$ cat src/rtl/rv32i_pkg.sv
// Shared types and constants for the RV32I instruction-memory loader.
// Holds the loader FSM encoding and the fixed framing byte counts.
package rv32i_pkg;

  localparam int XLEN           = 32;
  localparam int BYTES_PER_WORD = XLEN / 8;
  localparam int HDR_BYTES      = 2;
  localparam int CSUM_BYTES     = 1;

  typedef enum logic [2:0] {
    ST_LEN_LO  = 3'd0,
    ST_LEN_HI  = 3'd1,
    ST_PAYLOAD = 3'd2,
    ST_CHECK   = 3'd3,
    ST_DONE    = 3'd4,
    ST_ERR     = 3'd5
  } loader_state_e;

endpackage

$ cat src/rtl/word_packer_rv32i.sv
// Packs payload bytes little-endian into 32-bit words; o_word_vld is combinational on the 4th byte.
// No backpressure of its own: the caller only presents bytes it has already accepted.
module word_packer_rv32i
  import rv32i_pkg::*;
(
  input  logic            clock,
  input  logic            reset,
  input  logic            i_byte_vld,
  input  logic [7:0]      i_byte_dat,
  output logic            o_word_vld,
  output logic [XLEN-1:0] o_word_dat
);

  logic [1:0]  r_byte_idx;
  logic [23:0] r_lo_bytes;

  assign o_word_vld = i_byte_vld && (r_byte_idx == 2'(BYTES_PER_WORD - 1));
  assign o_word_dat = {i_byte_dat, r_lo_bytes};

  always_ff @(posedge clock) begin
    if (reset) begin
      r_byte_idx <= 2'd0;
      r_lo_bytes <= 24'd0;
    end else if (i_byte_vld) begin
      r_byte_idx <= r_byte_idx + 2'd1;
      case (r_byte_idx)
        2'd0:    r_lo_bytes[7:0]   <= i_byte_dat;
        2'd1:    r_lo_bytes[15:8]  <= i_byte_dat;
        2'd2:    r_lo_bytes[23:16] <= i_byte_dat;
        default: ;
      endcase
    end
  end

endmodule

$ cat src/rtl/imem_loader_rv32i.sv
// Loads a length-prefixed, checksummed byte stream into instruction memory, then releases the core.
// Writes land one cycle after a word's last byte; s_ready drops only in DONE/ERR or reset.
module imem_loader_rv32i
  import rv32i_pkg::*;
#(
  parameter int              IMEM_WORDS = 256,
  parameter logic [XLEN-1:0] BASE_ADDR  = 32'h0000_0000
) (
  input  logic            clock,
  input  logic            reset,
  input  logic            s_valid,
  input  logic [7:0]      s_data,
  output logic            s_ready,
  output logic            imem_we,
  output logic [XLEN-1:0] imem_addr,
  output logic [XLEN-1:0] imem_wdata,
  output logic            core_reset,
  output logic            done,
  output logic            error
);

  loader_state_e   r_state;
  logic [15:0]     r_len;
  logic [15:0]     r_word_cnt;
  logic [7:0]      r_csum;
  logic            r_imem_we;
  logic [XLEN-1:0] r_imem_addr;
  logic [XLEN-1:0] r_imem_wdata;
  logic            r_core_reset;
  logic            r_done;
  logic            r_error;

  logic            w_accept;
  logic            w_pay_vld;
  logic            w_word_vld;
  logic [XLEN-1:0] w_word_dat;
  logic [XLEN-1:0] w_word_addr;
  logic [15:0]     w_len_full;
  logic            w_last_word;

  always_comb begin
    s_ready = !reset && (r_state == ST_LEN_LO || r_state == ST_LEN_HI ||
                         r_state == ST_PAYLOAD || r_state == ST_CHECK);
  end

  assign w_accept    = s_valid && s_ready;
  assign w_pay_vld   = w_accept && (r_state == ST_PAYLOAD);
  assign w_len_full  = {s_data, r_len[7:0]};
  assign w_word_addr = BASE_ADDR + {14'd0, r_word_cnt, 2'b00};
  assign w_last_word = (r_word_cnt + 16'd1) == r_len;

  word_packer_rv32i u_packer (
    .clock      (clock),
    .reset      (reset),
    .i_byte_vld (w_pay_vld),
    .i_byte_dat (s_data),
    .o_word_vld (w_word_vld),
    .o_word_dat (w_word_dat)
  );

  always_ff @(posedge clock) begin
    if (reset) begin
      r_state      <= ST_LEN_LO;
      r_len        <= 16'd0;
      r_word_cnt   <= 16'd0;
      r_csum       <= 8'd0;
      r_imem_we    <= 1'b0;
      r_imem_addr  <= '0;
      r_imem_wdata <= '0;
      r_core_reset <= 1'b1;
      r_done       <= 1'b0;
      r_error      <= 1'b0;
    end else begin
      r_imem_we <= 1'b0;
      if (w_word_vld) begin
        r_imem_we    <= 1'b1;
        r_imem_addr  <= w_word_addr;
        r_imem_wdata <= w_word_dat;
        r_word_cnt   <= r_word_cnt + 16'd1;
      end
      if (w_accept) begin
        case (r_state)
          ST_LEN_LO: begin
            r_len[7:0] <= s_data;
            r_state    <= ST_LEN_HI;
          end
          ST_LEN_HI: begin
            r_len <= w_len_full;
            if ({16'd0, w_len_full} > 32'(IMEM_WORDS)) begin
              r_state <= ST_ERR;
              r_error <= 1'b1;
            end else if (w_len_full == 16'd0) begin
              r_state <= ST_CHECK;
            end else begin
              r_state <= ST_PAYLOAD;
            end
          end
          ST_PAYLOAD: begin
            r_csum <= r_csum + s_data;
            if (w_word_vld && w_last_word) r_state <= ST_CHECK;
          end
          ST_CHECK: begin
            // Core stays in reset on a bad checksum; only a good image is released.
            if (s_data == r_csum) begin
              r_state      <= ST_DONE;
              r_done       <= 1'b1;
              r_core_reset <= 1'b0;
            end else begin
              r_state <= ST_ERR;
              r_error <= 1'b1;
            end
          end
          default: ;
        endcase
      end
    end
  end

  assign imem_we    = r_imem_we;
  assign imem_addr  = r_imem_addr;
  assign imem_wdata = r_imem_wdata;
  assign core_reset = r_core_reset;
  assign done       = r_done;
  assign error      = r_error;

endmodule
$ cat config.mk
export PLATFORM = sky130hd
export DESIGN_NAME = imem_loader_rv32i
export DESIGN_NICKNAME = d
export VERILOG_FILES = /design/src/rtl/rv32i_pkg.sv /design/src/rtl/word_packer_rv32i.sv /design/src/rtl/imem_loader_rv32i.sv
export SDC_FILE = /design/constraint.sdc
export NUM_CORES = 1
export LEC_CHECK = 0
export CORE_MARGIN = 8
export CORE_UTILIZATION = 30
export CTS_CLUSTER_SIZE = 40
export DETAILED_ROUTE_END_ITERATION = 16
export GPL_TIMING_DRIVEN = 0
export PLACE_DENSITY = 0.58
export SYNTH_ARGS = -nofsm -noshare
export SYNTH_HDL_FRONTEND = slang
export SYNTH_HIERARCHICAL = 1
export SYNTH_SLANG_ARGS = --single-unit
$ cat constraint.sdc
create_clock -name clock -period 7.6 [get_ports clock]
set_input_delay 1.52 -clock clock [delete_from_list [all_inputs] [get_ports clock]]
set_output_delay 1.52 -clock clock [all_outputs]
set_load 0.02 [all_outputs]
### Word-level counts from Yosys, hierarchy flattened

Cells that the tools add are included.

* add/sub/neg operators: 3
* magnitude comparators: 1
* equality and inequality tests: 11
* mux-type cells: 9
* reduce and logical (&&, ||, !) cells: 23

Operators with widths (count)
* $add A16 B1 Y16 const B: 1
* $eq A16 B16 Y1: 1
* $gt A16 B9 Y1 const B: 1
* $logic_not A16 Y1: 1
* $pmux W3 S4: 1
* $reduce_and A2 Y1: 6
* $add A8 B8 Y8: 1
* $eq A8 B8 Y1: 1
* $eq A3 B2 Y1 const B: 2
* $mux W3: 2
* $reduce_and A3 Y1: 2
* $logic_and A1 B1 Y1: 5
* $mux W1: 5
* $eq A2 B2 Y1 const B: 2
* $ne A2 B1 Y1 const B: 2
* $reduce_and A4 Y1: 1
* $reduce_bool A4 Y1: 1
* $eq A3 B1 Y1 const B: 1
* $logic_not A3 Y1: 1
* $logic_or A1 B1 Y1: 3
* $add A2 B1 Y2 const B: 1
* $eq A2 B1 Y1 const B: 1
* $logic_not A2 Y1: 1
* $ne A2 B2 Y1 const B: 1
* 3 further kinds: 3

* bits in registers: 121
* output and inout bits: 69
* word-level logic and storage cells: 62

### Depth between registers and ports, before layout

* word-level depth: 11
* gate-level depth with buffers: 14
* depth with buffers taken out: 10

### Hierarchy

The synthesis kept the hierarchy.

Modules (own cells, without submodules)
* imem_loader_rv32i: instances 1, cells an instance 498, area an instance 4523.1 um^2, sequential area each 1901.8 um^2
* word_packer_rv32i: instances 1, cells an instance 109, area an instance 1168.6 um^2, sequential area each 520.5 um^2

### Worst setup path after synthesis

OpenSTA, ideal clock, no wires.

* path kind: input to register
* from: in reset
* to: reg r_imem_addr[11], in the netlist imem_addr[11]
* setup time: 0.128 ns
* arrival: 3.796 ns
* data required time: 7.472 ns
* slack: 3.677 ns
* stages: 12
* cell sequence: buf_2 > or3b_1 > nor2_1 > nand2_1 > buf_2 > inv_1 > buf_6 > and2_2 > clkbuf_1 > buf_1 > mux2i_1 > nor2_1

* cells in the longest elaborated chain, start to end: 5

RTL lines
* start, declared: RTL line imem_loader_rv32i.sv:10 `input logic reset,`
* $logic_not A1 Y1: RTL line imem_loader_rv32i.sv:42 `s_ready = !reset && (r_state == ST_LEN_LO || r_state == ST_LEN_HI ||`
* $logic_and A1 B1 Y1: RTL line imem_loader_rv32i.sv:42
* $logic_and A1 B1 Y1: RTL line imem_loader_rv32i.sv:46 `assign w_accept = s_valid && s_ready;`
* $logic_and A1 B1 Y1: RTL line imem_loader_rv32i.sv:47 `assign w_pay_vld = w_accept && (r_state == ST_PAYLOAD);`
* net w_pay_vld: RTL line imem_loader_rv32i.sv:34 `logic w_pay_vld;`
* $logic_and A1 B1 Y1: RTL line word_packer_rv32i.sv:17 `assign o_word_vld = i_byte_vld && (r_byte_idx == 2'(BYTES_PER_WORD - 1));`
* net w_word_vld: RTL line imem_loader_rv32i.sv:35 `logic w_word_vld;`
* end signal, assigned: RTL line imem_loader_rv32i.sv:77 `r_imem_addr <= w_word_addr;`
* end, declared: RTL line imem_loader_rv32i.sv:27 `logic [XLEN-1:0] r_imem_addr;`

The timed path passes the listed nets, and every way through them passes these cells.
A chain may end at the register's enable or synchronous reset.

### Final worst setup path

* from: in reset
* to: out s_ready

* cells in the longest elaborated chain, start to end: 2

RTL lines
* $logic_not A1 Y1: RTL line imem_loader_rv32i.sv:42
* $logic_and A1 B1 Y1: RTL line imem_loader_rv32i.sv:42
* end, declared: RTL line imem_loader_rv32i.sv:13 `output logic s_ready,`

Every way passes these cells.

==> summary.md <==
| Metric | Value |
|---|---|
| Type of the setup path with the least slack | `input port to primary output` |
| Hold Violations, Final | `0` |
| Total number of yosys warnings | `6` |
| Terminus of the critical flop-to-flop path | `r_state[0]$_SDFFE_PP0P_` |
| Reg-to-reg startpoint | `r_state[2]$_SDFFE_PP0P_` |
| Achievable frequency | `approximately 180 MHz` |
| Final worst hold slack | `454 ps` |
| Core region area | `18600 um^2` |
| Initial standard-cell utilization of the core | `0.305` |
| TritonCTS sink count | `~120` |
| Total setup buffers inserted after CTS | `0` |
| Number of storage elements in the synthesis netlist | `around 120` |
| Async set-or-reset flop fraction in the synthesized netlist | `0` |
| WHS Path Cells | `2` |
| Slew @ Worst Pin | `just over 800 ps` |
| Minimum clock period | `around 5400 ps` |
| H-tree depth | `4` |
| Dominant combinational cell family by area after synthesis | `simple AND/OR/NAND/NOR gates` |
| Status | `completed` |
| First-pass GRT wire length | `~23000 um` |
| Total GRT Usage | `0.121` |
| Kind of end point of the critical path | `primary output` |
| Hold path start | `r_csum[5]$_SDFFE_PP0P_` |
| FP Rows | `50` |
| Crit-path slowest cell | `sky130_fd_sc_hd__clkdlybuf4s50_1` |
| Distinct cell type count after synthesis | `slightly below 60` |
| Number of instances resized during post-cts repair | `0` |
| Residual antenna-violating net count after detailed routing | `0` |
| Die extent in x | `approximately 150 um` |
| Wirelength per Cell | `between 10 and 15 um` |
| Half-perimeter wire length after placement | `just over 10000 um` |
| TritonCTS Buffers | `17` |
| Final standard cell count with taps included and fillers excluded | `951` |
| Pins Over Slew Limit | `0` |
| Clk_lat worst skew | `between 400 and 500 ps` |
| Compound-Gate Fraction of Synth Area | `0.0534` |
| CP Cell Sequence | `clkdlybuf4s50_1 -> buf_2 -> buf_1 -> buf_1 -> nor2_1 -> clkdlybuf4s50_1` |
| VDD IR-drop max | `roughly 0.15 mV` |
| Dpl cells | `~920` |
| Terminating pin of the worst hold path | `r_csum[5]$_SDFFE_PP0P_` |
| Library cell used as clock root buffer | `sky130_fd_sc_hd__clkbuf_16` |
| Sequential cell area fraction in the yosys report | `0.426` |
| Leakage | `roughly 2.7 nW` |
| Number of cells on the worst reg-to-reg path | `13` |
| Mux contribution to synthesized area | `0.160` |
| Overflow left after global routing | `0` |
| Antenna fix cells | `0` |
| Number of antenna violations at the first check in global routing | `0` |
| Count of routing violations after the opening detailed-route iteration | `about 230` |
| Length of the first detailed-routing pass in iterations | `4` |
| Setup-violating endpoint count in the final report | `0` |
| Synthesized-area fraction occupied by xor and xnor cells | `0.0616` |
| Total Wirelength | `approximately 14000 um` |
| Via-to-Cell Ratio | `4.50` |
| Worst slew margin relative to its limit | `0.451` |
| Synthesized instance count | `slightly above 600` |
| DRC violation count after routing | `0` |
| Synthesized-area fraction occupied by and/or/nand/nor cells | `0.196` |
| Maximum clock skew at final layout | `13.4 ps` |
| TritonCTS clock tree | `done` |
| Share of final-layout standard cells stronger than drive strength 1 | `0.114` |
| Chip Height | `between 150 and 200 um` |
| Bufs on Longest Clock Path | `2` |
| Clock Pin Slew Worst Setup and Hold Paths | `~50 ps` |
| Type of element launching the critical path | `input port` |
| Via count of the first global-routing pass | `~4200` |
| Power Density | `212 nW/um^2` |
| Type of the most critical hold path | `register to register` |
| Maximum number of pins on one net before global-route repair | `17` |
| Number of maximum-capacitance violations | `0` |
| Fraction of the mapped netlist area in adder cells | `0.0299` |
| Synth-to-Final Area Change | `27.9%` |
| Unrepaired setup endpoints after global routing | `no` |
| Maximum fanout count along the critical path | `10` |
| Delay of the slowest cell on the worst path | `about 600 ps` |
| Main flop type after synthesis | `sky130_fd_sc_hd__dfxtp_1` |
| PortBufs | `63` |
| Final total power | `around 1.5 mW` |
| Reg-to-reg slack, setup | `about 4100 ps` |
| Average cell area after synthesis | `about 9.4 um^2` |
| Number of synthesized flops with an enable pin | `0` |
| CP Data Arrival Time | `between 3000 and 4000 ps` |
| Required time at the endpoint of the critical path | `6080 ps` |
| Placer Congestion | `between 0.7 and 0.8` |
| Final setup TNS | `0 ps` |
| Layout Nets | `roughly 730` |
| Ports placed on the boundary | `80` |
| Total via count after detailed routing | `4275` |
| Die Outline Area | `23600 um^2` |
| Total of hold buffers inserted after clock tree synthesis | `0` |
| Synthesized cell area | `5690 um^2` |
| Tcrit/Tclk final | `0.714` |
## worst max-delay path: cells and delay by family
kind | cells | cell delay [ps]
and+or+nand+nor | 1 | 90
buffers and inverters | 5 | 2280
## report_power, final
part	total (mW)	switching [mW]	leakage (nW)	internal, mW
clock network	0.823	0.289	0.295	0.534
registers	0.643	0.00449	0.976	0.639
logic	0.0794	0.0466	1.43	0.0328
total	1.55	0.340	2.70	1.21
## synth_stat cells (3+ instances only)
master | count | area, um^2
sky130_fd_sc_hd__nor3_1 | 9 | 45.0
sky130_fd_sc_hd__nand2b_1 | 33 | 206
sky130_fd_sc_hd__dfxtp_1 | 121 | 2420
sky130_fd_sc_hd__mux2i_1 | 91 | 911
sky130_fd_sc_hd__buf_2 | 7 | 35.0
sky130_fd_sc_hd__nand3_1 | 10 | 50.1
sky130_fd_sc_hd__inv_1 | 12 | 45.0
sky130_fd_sc_hd__nand3b_1 | 3 | 22.5
sky130_fd_sc_hd__nand2_1 | 23 | 86.3
sky130_fd_sc_hd__o21a_1 | 3 | 22.5
sky130_fd_sc_hd__o21ai_0 | 6 | 30.0
sky130_fd_sc_hd__xor2_1 | 15 | 131
sky130_fd_sc_hd__nor2b_1 | 4 | 25.0
sky130_fd_sc_hd__o211ai_1 | 3 | 22.5
sky130_fd_sc_hd__and3_1 | 4 | 25.0
sky130_fd_sc_hd__buf_6 | 3 | 33.8
sky130_fd_sc_hd__nand4_1 | 10 | 62.6
sky130_fd_sc_hd__clkbuf_1 | 16 | 60.1
sky130_fd_sc_hd__buf_1 | 7 | 26.3
sky130_fd_sc_hd__nor4_1 | 7 | 43.8
sky130_fd_sc_hd__a21o_1 | 3 | 22.5
sky130_fd_sc_hd__xnor2_1 | 25 | 219
sky130_fd_sc_hd__ha_1 | 12 | 150
sky130_fd_sc_hd__nor2_1 | 100 | 375
sky130_fd_sc_hd__buf_4 | 27 | 203
sky130_fd_sc_hd__a21oi_1 | 16 | 80.1
## cell type report
| class | instances | area (um^2) |
|---|---|---|
| plain buffers | 61 | 372 |
| clock buffers | 22 | 464 |
| clock inverters | 10 | 143 |
| fillers | 1881 | 11400 |
| inverters | 12 | 45.0 |
| multi-input cells | 428 | 2910 |
| flip-flops and latches | 121 | 2420 |
| well taps | 234 | 293 |
| repair buffers | 63 | 631 |
## placed cells by master, fill, tap and decap left out, types with 4 or more instances in the layout
| cell type | synthesis | final |
|---|---|---|
| sky130_fd_sc_hd__nand2_1 | 23 | 23 |
| sky130_fd_sc_hd__buf_4 | 27 | 27 |
| sky130_fd_sc_hd__mux2i_1 | 91 | 91 |
| sky130_fd_sc_hd__xnor2_1 | 25 | 25 |
| sky130_fd_sc_hd__o21ai_0 | 6 | 6 |
| sky130_fd_sc_hd__nor2b_1 | 4 | 4 |
| sky130_fd_sc_hd__clkbuf_1 | 16 | 19 |
| sky130_fd_sc_hd__and3_1 | 4 | 4 |
| sky130_fd_sc_hd__conb_1 | 1 | 16 |
| sky130_fd_sc_hd__inv_1 | 12 | 12 |
| sky130_fd_sc_hd__nand3_1 | 10 | 10 |
| sky130_fd_sc_hd__clkbuf_16 | 0 | 17 |
| sky130_fd_sc_hd__nand4_1 | 10 | 10 |
| sky130_fd_sc_hd__nand2b_1 | 33 | 33 |
| sky130_fd_sc_hd__nor4_1 | 7 | 7 |
| sky130_fd_sc_hd__ha_1 | 12 | 12 |
| sky130_fd_sc_hd__a21oi_1 | 16 | 16 |
| sky130_fd_sc_hd__buf_2 | 7 | 7 |
| sky130_fd_sc_hd__nor3_1 | 9 | 9 |
| sky130_fd_sc_hd__nor2_1 | 100 | 100 |
| sky130_fd_sc_hd__clkdlybuf4s50_1 | 0 | 63 |
| sky130_fd_sc_hd__xor2_1 | 15 | 15 |
| sky130_fd_sc_hd__buf_1 | 7 | 7 |
| sky130_fd_sc_hd__dfxtp_1 | 121 | 121 |
## cell families (layout without fill, tap and decap cells)
kind of cell,after synthesis,after routing
AOI/OAI and AO/OA,46,46
xor gates and xnor gates,40,40
adders and majority gates,13,13
buffers and inverters,73,168
DFF,121,121
muxes,91,91
other,1,16
and+or+nand+nor,222,222
## per-layer routing
metal | GRT usage | up-vias | part of all wire
met5 | 0 | - | 0
met4 | 0.0434 | 0 | 0.0047
met3 | 0.0364 | 5 | 0.046
met2 | 0.187 | 81 | 0.45
met1 | 0.158 | 1982 | 0.50
li1 | - | 2207 | -
## sequential cells by signal, summed over array words and instances, names as in the netlist
name                 cells
imem_wdata              32
r_state                  3
r_len                   16
core_reset               1
r_csum                   8
u_packer/r_lo_bytes     24
error                    1
r_word_cnt              16
u_packer/r_byte_idx      2
done                     1
imem_addr               16
imem_we                  1
## metrics by stage
step / area (um^2) / utilization / setup WS [ps]
floorplan: 5750 / - / 3680
global placement: 6670 / 0.358 / 2120
detailed placement: 6670 / 0.358 / 2120
CTS: 7280 / 0.390 / 2100
global route: 7280 / 0.390 / 2010
finish: 7280 / 0.390 / 2180
## how the worst max path moves through the flow
stage	from	cells after the start	endpoint
floorplan	reset	12	imem_addr[11]$_SDFFE_PP0P_
global placement	reset	6	s_ready
detailed placement	reset	6	s_ready
CTS	reset	6	s_ready
global route	reset	6	s_ready
finish	reset	6	s_ready
Note: power is estimated with default switching activity, not from simulation.
